**src/rtl/multivib_nch_pkg.sv**
```systemverilog
// multivib_nch_pkg: shared state encoding for the multivibrator channels
package multivib_pkg;
  localparam int MV_STATE_W = 3;
  typedef enum logic [MV_STATE_W-1:0] {IDLE, DELAY, PH1, PH2, DONE} mv_state_t;
endpackage

```
**src/rtl/multivib_nch_if.sv**
```systemverilog
// multivib_nch_if: per-channel control, configuration and waveform bus
interface multivib_nch_if #(parameter int NCH = 4, parameter int W = 32);
  logic [NCH-1:0]   en;
  logic             sync;
  logic [NCH*W-1:0] n0, n1, n2, nburst;
  logic [NCH-1:0]   y0, y, active, done;
  modport master (output en, sync, n0, n1, n2, nburst, y0, input y, active, done);
  modport slave (input en, sync, n0, n1, n2, nburst, y0, output y, active, done);
endinterface

```
**src/rtl/multivib_nch_ch.sv**
```systemverilog
// multivib_ch: one multivibrator channel with delay, two phases and burst count
module multivib_ch
  import multivib_pkg::*;
#(
  parameter int W = 32
) (
  input  logic         clk,
  input  logic         rst,
  input  logic         en_i,
  input  logic         sync_i,
  input  logic [W-1:0] n0_i,
  input  logic [W-1:0] n1_i,
  input  logic [W-1:0] n2_i,
  input  logic [W-1:0] nb_i,
  input  logic         y0_i,
  output logic         y_o,
  output logic         active_o,
  output logic         done_o
);
  mv_state_t state_q, state_d, ent_state, cyc_state;
  logic [W-1:0] cnt_q, cnt_d, pulse_q, pulse_d, n1_q, n2_q, nb_q, nb_d, c_n1, c_n2, ent_cnt, pulse_nx;
  logic y0_q, y0_d, y_q, y_d, active_q, done_q, start, burst_end;
  assign start = en_i && (sync_i || state_q == IDLE);
  assign c_n1 = start ? n1_i : n1_q;
  assign c_n2 = start ? n2_i : n2_q;
  assign nb_d = start ? nb_i : nb_q;
  assign y0_d = start ? y0_i : y0_q;
  // entry into a new cycle skips zero-length phases; both zero means done
  assign ent_state = c_n1 != '0 ? PH1 : c_n2 != '0 ? PH2 : DONE;
  assign ent_cnt = (c_n1 != '0 ? c_n1 : c_n2) - 1'b1;
  assign pulse_nx = pulse_q + 1'b1;
  assign burst_end = nb_q != '0 && pulse_nx == nb_q;
  assign cyc_state = burst_end ? DONE : ent_state;
  always_comb begin
    state_d = state_q;
    cnt_d = cnt_q - 1'b1;
    pulse_d = pulse_q;
    if (!en_i) state_d = IDLE;
    else if (start) begin
      pulse_d = '0;
      state_d = n0_i != '0 ? DELAY : ent_state;
      cnt_d = n0_i != '0 ? n0_i - 1'b1 : ent_cnt;
    end else if (cnt_q == '0) begin
      case (state_q)
        DELAY: begin
          state_d = ent_state;
          cnt_d = ent_cnt;
        end
        PH1: begin
          state_d = c_n2 != '0 ? PH2 : cyc_state;
          cnt_d = c_n2 != '0 ? c_n2 - 1'b1 : ent_cnt;
          pulse_d = c_n2 != '0 ? pulse_q : pulse_nx;
        end
        PH2: begin
          state_d = cyc_state;
          cnt_d = ent_cnt;
          pulse_d = pulse_nx;
        end
        default: ;
      endcase
    end
  end
  assign y_d = state_d == IDLE ? y0_i : state_d == PH2 ? !y0_d : y0_d;
  always_ff @(posedge clk) begin
    if (rst) begin
      state_q <= IDLE;
      cnt_q <= '0;
      pulse_q <= '0;
      n1_q <= '0;
      n2_q <= '0;
      nb_q <= '0;
      y0_q <= 1'b0;
      y_q <= y0_i;
      active_q <= 1'b0;
      done_q <= 1'b0;
    end else begin
      state_q <= state_d;
      cnt_q <= cnt_d;
      pulse_q <= pulse_d;
      n1_q <= c_n1;
      n2_q <= c_n2;
      nb_q <= nb_d;
      y0_q <= y0_d;
      y_q <= y_d;
      active_q <= state_d == DELAY || state_d == PH1 || state_d == PH2;
      done_q <= state_d == DONE;
    end
  end
  assign y_o = y_q;
  assign active_o = active_q;
  assign done_o = done_q;
endmodule

```
**src/rtl/multivib_nch.sv**
```systemverilog
// multivib_nch: NCH independent multivibrator channels sharing a sync strobe
module multivib_nch #(
  parameter int NCH = 4,
  parameter int W = 32
) (
  input logic            clk,
  input logic            rst,
  multivib_nch_if.slave  bus
);
  for (genvar i = 0; i < NCH; i++) begin : g_ch
    multivib_ch #(.W(W)) u_ch (
      .clk      (clk),
      .rst      (rst),
      .en_i     (bus.en[i]),
      .sync_i   (bus.sync),
      .n0_i     (bus.n0[i*W +: W]),
      .n1_i     (bus.n1[i*W +: W]),
      .n2_i     (bus.n2[i*W +: W]),
      .nb_i     (bus.nburst[i*W +: W]),
      .y0_i     (bus.y0[i]),
      .y_o      (bus.y[i]),
      .active_o (bus.active[i]),
      .done_o   (bus.done[i])
    );
  end
endmodule

```
**src/flat_wrapper.sv**
```systemverilog
// flat-port wrapper written by rule: the top's interface ports become plain ports
module multivib_nch_flat 
#(
  parameter int NCH = 4,
  parameter int W = 32
)
  (clk, rst, bus_en, bus_sync, bus_n0, bus_n1, bus_n2, bus_nburst, bus_y0, bus_y, bus_active, bus_done);
  multivib_nch_if #(.NCH(NCH), .W(W)) bus_i ();
  input logic clk;
  input logic rst;
  input wire logic [$bits(bus_i.en)-1:0] bus_en;
  input wire logic [$bits(bus_i.sync)-1:0] bus_sync;
  input wire logic [$bits(bus_i.n0)-1:0] bus_n0;
  input wire logic [$bits(bus_i.n1)-1:0] bus_n1;
  input wire logic [$bits(bus_i.n2)-1:0] bus_n2;
  input wire logic [$bits(bus_i.nburst)-1:0] bus_nburst;
  input wire logic [$bits(bus_i.y0)-1:0] bus_y0;
  output wire logic [$bits(bus_i.y)-1:0] bus_y;
  output wire logic [$bits(bus_i.active)-1:0] bus_active;
  output wire logic [$bits(bus_i.done)-1:0] bus_done;
  assign bus_i.en = bus_en;
  assign bus_i.sync = bus_sync;
  assign bus_i.n0 = bus_n0;
  assign bus_i.n1 = bus_n1;
  assign bus_i.n2 = bus_n2;
  assign bus_i.nburst = bus_nburst;
  assign bus_i.y0 = bus_y0;
  assign bus_y = bus_i.y;
  assign bus_active = bus_i.active;
  assign bus_done = bus_i.done;
  multivib_nch #(.NCH(NCH), .W(W)) u_core (.clk(clk), .rst(rst), .bus(bus_i));
endmodule
```
**config.mk**
```make
export PLATFORM = sky130hd
export DESIGN_NAME = multivib_nch_flat
export DESIGN_NICKNAME = d
export VERILOG_FILES = /design/src/rtl/multivib_nch_pkg.sv /design/src/rtl/multivib_nch_if.sv /design/src/rtl/multivib_nch_ch.sv /design/src/rtl/multivib_nch.sv /design/src/flat_wrapper.sv
export SDC_FILE = /design/constraint.sdc
export NUM_CORES = 2
export LEC_CHECK = 0
export BUFFER_PORTS_ARGS = -buffer_cell sky130_fd_sc_hd__buf_2
export CORE_MARGIN = 5
export CORE_UTILIZATION = 61
export DETAILED_ROUTE_END_ITERATION = 7
export GPL_TIMING_DRIVEN = 0
export HOLD_SLACK_MARGIN = 0.08
export PLACE_DENSITY_LB_ADDON = 0.1
export SLEW_MARGIN = 20
export SYNTH_ARGS = -nofsm -noshare
export SYNTH_HDL_FRONTEND = slang
export SYNTH_SLANG_ARGS = --single-unit
```
**constraint.sdc**
```tcl
create_clock -name clk -period 9.7 [get_ports clk]
set_input_delay 2.91 -clock clk [delete_from_list [all_inputs] [get_ports clk]]
set_output_delay 2.91 -clock clk [all_outputs]
set_load 0.03 [all_outputs]
```
Word-level counts from Yosys, hierarchy flattened
Index checks and enable logic that the tools add are counted.

Flip-flop bits (word level): 668. Input port bits: 523. Output and inout port bits: 12. Word-level logic and storage cells: 268.

Add/sub/neg operators: 20. Eq/ne operators: 36. Multiplexer cells: 104. Reductions and logical operators: 68.

Operator list (count): 32-bit two-way mux (44); 32-bit case mux with 2 select lines (8); 32-bit nonzero test (16); 32-bit by 1-bit subtractor with 32-bit output, second input constant (16); 32-bit by 1-bit adder with 32-bit output, second input constant (4); 32-bit == test (4); 32-bit logical NOT (4); 3-bit two-way mux (32); 3-bit by 2-bit == test with 1-bit output, second input constant (16); 3-bit case mux with 3 select lines (4); 3-bit by 1-bit == test with 1-bit output, second input constant (8); 3-bit logical NOT (8); 1-bit two-way mux (16); 4-bit AND reduction (4); 3-bit == test, second input constant (4); 1-bit logical OR (12); 3-bit != test, second input constant (4); 3-bit nonzero test (4); 1-bit logical AND (8); 2-bit nonzero test (4); 2-bit OR reduction (4); 1-bit logical NOT (4).

Longest topological paths before layout
Depth in word-level cells: 17. Depth in mapped cells: 23. Mapped depth without buffers: 15.

Modules after synthesis
From an unflattened synthesis, not the netlist that was laid out.

Cell total of the unflattened synthesis: 6810. Area total of the unflattened synthesis: 49733.9 um^2.

By module, submodules not included: multivib_ch (u_core.g_ch[2].u_ch ...) (times used 2, cells an instance 1723, area each 12572.1 um^2, seq. area each 3343.2 um^2); multivib_ch (u_core.g_ch[1].u_ch) (times used 1, cells an instance 1719, area each 12480.7 um^2, seq. area each 3343.2 um^2); multivib_ch (u_core.g_ch[0].u_ch) (times used 1, cells an instance 1645, area each 12109.1 um^2, seq. area each 3343.2 um^2).

Least setup slack after synthesis
OpenSTA, ideal clock, no wires.

Path type: input to register. Start point: in bus_sync. End point: reg u_core.g_ch[2].u_ch.pulse_q[28]. Data arrival time: 7.848 ns. Required time: 9.572 ns. Path slack: 1.724 ns. Stages on the path: 21. Path buffers: 8. Cell sequence: buf_2 -> o21ai_1 -> buf_2 -> buf_2 -> buf_1 -> buf_2 -> clkbuf_1 -> clkbuf_1 -> mux2i_1 -> ha_1 -> nor4b_1 -> nand4_1 -> nand3b_1 -> a21boi_1 -> nor2_1 -> nor3_1 -> or2_2 -> clkbuf_1 -> o21ai_0 -> a21oi_1 -> nor2_1.

Longest elaborated chain between the ends: 6. Elaborated cells between the ends (all ways): 9.

RTL lines: from (decl) (line flat_wrapper.sv:12) `input wire logic [$bits(bus_i.sync)-1:0] bus_sync;`; 1-bit logical OR * (line multivib_nch_ch.sv:23) `assign start = en_i && (sync_i || state_q == IDLE);`; 1-bit logical AND * (line multivib_nch_ch.sv:23); 32-bit two-way mux (line multivib_nch_ch.sv:25) `assign c_n2 = start ? n2_i : n2_q;`; 32-bit nonzero test (line multivib_nch_ch.sv:52) `pulse_d = c_n2 != '0 ? pulse_q : pulse_nx;`; 3-bit != test (no line); 4-bit AND reduction (no line); to (signal assigned) (line multivib_nch_ch.sv:79) `pulse_q <= pulse_d;`; to (decl) (line multivib_nch_ch.sv:21) `logic [W-1:0] cnt_q, cnt_d, pulse_q, pulse_d, n1_q, n2_q, nb_q, nb_d, c_n1, c_n2, ent_cnt, pulse_nx;`.

Mark *: on every way between the ends. The rest lies on a longest branch, timed or not. A chain may end at the register's enable or synchronous reset.

Worst setup path in the final report
Start point: in bus_sync. End point: reg u_core.g_ch[1].u_ch.pulse_q[12].

Longest elaborated chain between the ends: 6. Elaborated cells between the ends (all ways): 9.

RTL lines (line): 1-bit logical OR * (multivib_nch_ch.sv:23); 1-bit logical AND * (multivib_nch_ch.sv:23); 32-bit two-way mux (multivib_nch_ch.sv:25); 32-bit nonzero test (multivib_nch_ch.sv:52); 3-bit != test (no line); 4-bit AND reduction (no line); to (signal assigned) (multivib_nch_ch.sv:79); to (decl) (multivib_nch_ch.sv:21).

Marks and branches as above.

==> flow_summary.yaml <==
run_status:
  outcome: "finished with violations"
  violations: "DRC"
placement:
  dp_hpwl_um: 173000
  port_buffers: 530
  dpl_worst_slack_ns: -2.01
  gp_routability_congestion: 1.10
global_route:
  grt_pass1_vias: 56100
  grt_overflow: 0
  antenna_found_initial: 10
  grt_max_degree: 20
  grtUsageTotal_pct: 48.6
  grt_pass1_wl_um: 332000
setup_path:
  r2r_start: "u_core.g_ch[0].u_ch.state_q[1]"
  path_class: "input port to register"
  rr_worst_depth: 19
  reg2reg_slack_ns: 1.97
  crit_required_ns: 10.26
  end_kind: "register"
  crit_chain: "buf_2 -> buf_2 -> o21ai_4 -> buf_4 -> buf_4 -> buf_2 -> buf_1 -> buf_2 -> buf_2 -> mux2i_1 -> ha_1 -> and3_1 -> clkbuf_1 -> a21oi_1 -> nor3_2 -> nand2_1 -> clkbuf_1 -> nor2_1 -> a31oi_1 -> a311oi_1"
  cp_slowest_cell: "buf_2"
  path_max_fanout: 19
  slowest_delay_ns: 0.61
  cpMostUsedCell: "buf_2"
  r2r-end: "u_core.g_ch[0].u_ch.cnt_q[30]"
  startpoint: "bus_sync"
  start_kind: "input port"
  crit_arrival_ns: 10.22
synthesis:
  synth_edf_count: 0
  ys.flop_type: "dfxtp_1"
  synth_cells: 6864
  synth_warnings: 0
  ys_seq_elements: 668
  syn_area_per_cell_sq_um: 7.19
  syn_area_sq_um: 49300
  seq_area_frac_synth_pct: 27.1
  syn_nets: 7407
  async_flop_share_pct: 0
  ys_types: 99
pwr:
  total_leakage_power_nw: 21.1
  vdd_ir_drop_max_mv: 0.150
  power_density_nw_per_um2: 146
clock_network:
  cts_tree: "done"
  ctsLongestPathBuffers: 3
  clock_latency_ns: 0.67
  cts_num_sinks: 668
  clk_pin_slew_worst_paths_ns: 0.06
  ctsHoldBuffers: 0
  postCtsSetupBuffers: 0
  cts_root_buf: "clkbuf_16"
  htreeDepth: 3
  cts-buffers-inserted: 77
  cts_resized: 3
routing:
  drt-initial-drc-count: 9660
  drt_wl_total_um: 226000
  drc: 19
  ant_nets: 0
  post_drt_wl_per_cell_um: 26.3
  drt_pass1_iterations: 8
  via_per_inst: 7.05
  vias: 60700
timing:
  fin_tns_setup_ns: 0
  report.final.slew_viol_count: 0
  relSlewSlack_pct: 8.51
  setup_viol: 0
  finalHoldViolCount: 0
  rsz0062_at_grt: "no"
  finalCriticalPeriod_ns: 9.66
  fin_ws_ns: 0.0435
  fmax_mhz: 104
  hold_ws_ns: 0.485
  fin_skew_ns: 0.0255
  post-route-period-util_pct: 99.6
  tightest_slew_ns: 1.36
floorplanning:
  start_util_pct: 61.4
  dieHeight_um: 294
  ioPinCount: 535
  rows: 104
  dieArea_sq_um: 86700
  die_x_um: 294
  design.core.area_sq_um: 80400
finish:
  fin_nets: 8011
  area_delta_synth_final_pct: 13.7
  drive_gt1_share_pct: 12.3
hold_path:
  holdPathEnd: "u_core.g_ch[3].u_ch.n1_q[29]"
  hp-start: "u_core.g_ch[3].u_ch.n1_q[29]"
  holdCritPathClass: "register to register"
  holdPathStages: 2
job:
  maxCapViolations: 0
power breakdown:
| group | switching [W] | total [W] | internal, W |
|---|---|---|---|
| clock | 0.00132 | 0.00317 | 0.00184 |
| combinational | 0.00127 | 0.00193 | 0.000661 |
| sequential | 0.000182 | 0.00308 | 0.00290 |
| total | 0.00278 | 0.00818 | 0.00540 |
cell families after synthesis:
kind of cell / Yosys count / share of synthesized area, %
buffers and inverters: 492 / 4.07
multiplexers: 248 / 5.23
AND/OR/NAND/NOR: 3115 / 30.6
AO/OA/AOI/OAI: 1709 / 21.6
flip-flops: 668 / 27.1
XOR/XNOR: 612 / 10.9
adder cells (fa/ha/maj): 20 / 0.507
state kept, by name, summed over array words and instances (netlist names):
name                       count
u_core.g_ch.u_ch.cnt_q       128
u_core.g_ch.u_ch.n1_q        128
u_core.g_ch.u_ch.n2_q        128
u_core.g_ch.u_ch.nb_q        128
u_core.g_ch.u_ch.pulse_q     128
u_core.g_ch.u_ch.state_q      12
u_core.g_ch.u_ch.active_o      4
u_core.g_ch.u_ch.done_o        4
u_core.g_ch.u_ch.y0_q          4
u_core.g_ch.u_ch.y_o           4
worst max path at each step:
stage,endpoint,slack (ns),cells after the start
after floorplan,u_core.g_ch[2].u_ch.pulse_q[28],1.72,21
final,u_core.g_ch[1].u_ch.pulse_q[12],0.04,20
after global placement,u_core.g_ch[2].u_ch.pulse_q[28],-2.04,21
after global routing,u_core.g_ch[1].u_ch.cnt_q[29],0.06,20
after detailed placement,u_core.g_ch[2].u_ch.pulse_q[28],-2.01,21
after CTS,u_core.g_ch[3].u_ch.cnt_q[22],0.11,20
metal layers:
layer	wire length, um	track usage [%]	share of wire, %	vias to the layer above
met5	107	0.610	0.047	-
met4	19700	32.4	8.7	9
met3	33500	14.0	15	1399
met2	94100	73.2	42	5449
met1	78800	60.4	35	27600
li1	-	-	-	26200
area by class of cell:
type                       count  area [sq um]
fill                        6868         24300
clock buffer                  98          2150
sequential                   668         13400
antenna                       16          40.0
timing repair buffer         532          2670
clock inverter                40           514
buffer                       419          1750
multi-input combinational   5704         34000
tap                         1060          1330
inverter                      66           248
synth_stat cells (all sizes together) (16+ instances only):
cell | number | area (sq um)
nand2b | 56 | 350
and4 | 34 | 298
o21a | 28 | 210
a21oi | 653 | 3270
o21ai | 354 | 1780
nor4 | 218 | 1460
or2 | 42 | 263
a211oi | 122 | 926
nor2 | 814 | 3060
o31ai | 47 | 353
or3 | 103 | 644
nand3b | 22 | 165
a22oi | 33 | 248
mux2i | 206 | 2060
nand3 | 185 | 936
nand2 | 912 | 3430
o211ai | 53 | 398
o221ai | 32 | 280
a211o | 27 | 236
o22ai | 40 | 250
xnor2 | 347 | 3040
a21o | 32 | 240
a311oi | 17 | 149
mux2 | 38 | 428
nor3 | 308 | 1570
dfxtp | 668 | 13400
nor2b | 39 | 244
clkbuf | 290 | 1090
or4 | 74 | 559
buf | 136 | 673
xor2 | 265 | 2320
nor3b | 29 | 218
a2111oi | 18 | 189
o2111ai | 16 | 140
nand4 | 104 | 663
and3 | 70 | 443
a221oi | 31 | 272
and2 | 49 | 307
ha | 20 | 250
a31oi | 57 | 357
inv | 65 | 244
layout by cell type (no fill, tap or decap), types with 20 or more instances in the layout:
master and instances:
ha_1 20, and3_1 69, buf_1 31, xor2_1 265, o21a_1 28, nor2_1 814
a211o_1 27, o22ai_1 40, nand3b_1 22, a31oi_1 57, or4_1 73, nand4_1 102
nor3_1 300, inv_1 64, nand2b_1 56, o221ai_1 32, or3_1 103, nor3b_1 29
mux2_2 38, clkbuf_1 286, and2_1 47, clkbuf_16 78, buf_2 618, or2_2 41
o31ai_1 47, o21ai_0 346, nand3_1 183, xnor2_1 347, a22oi_1 33, nand2_1 911
nor4_1 204, mux2i_1 206, nor2b_1 39, dfxtp_1 668, a21o_1 32, a21oi_1 653
o211ai_1 53, and4_1 34, a211oi_1 120, a221oi_1 31
worst max-delay path: cells and delay by family:
kind,cells,cell delay [ns]
buffers and inverters,10,4.00
and+or+nand+nor,4,1.42
muxes,1,0.37
AOI/OAI and AO/OA,4,1.09
adders and majority gates,1,0.39
per-stage QoR:
step	instance area, sq um	cells	power, W	util, %
after floorplan	49300	6864	0.00421	-
after global placement	53300	8454	0.00490	66.3
after detailed placement	53400	8456	0.00493	66.4
after CTS	56000	8590	0.00803	69.7
after global routing	56100	8591	0.00835	69.7
final	56100	8603	0.00818	69.8
(Power assumes the default switching activity.)
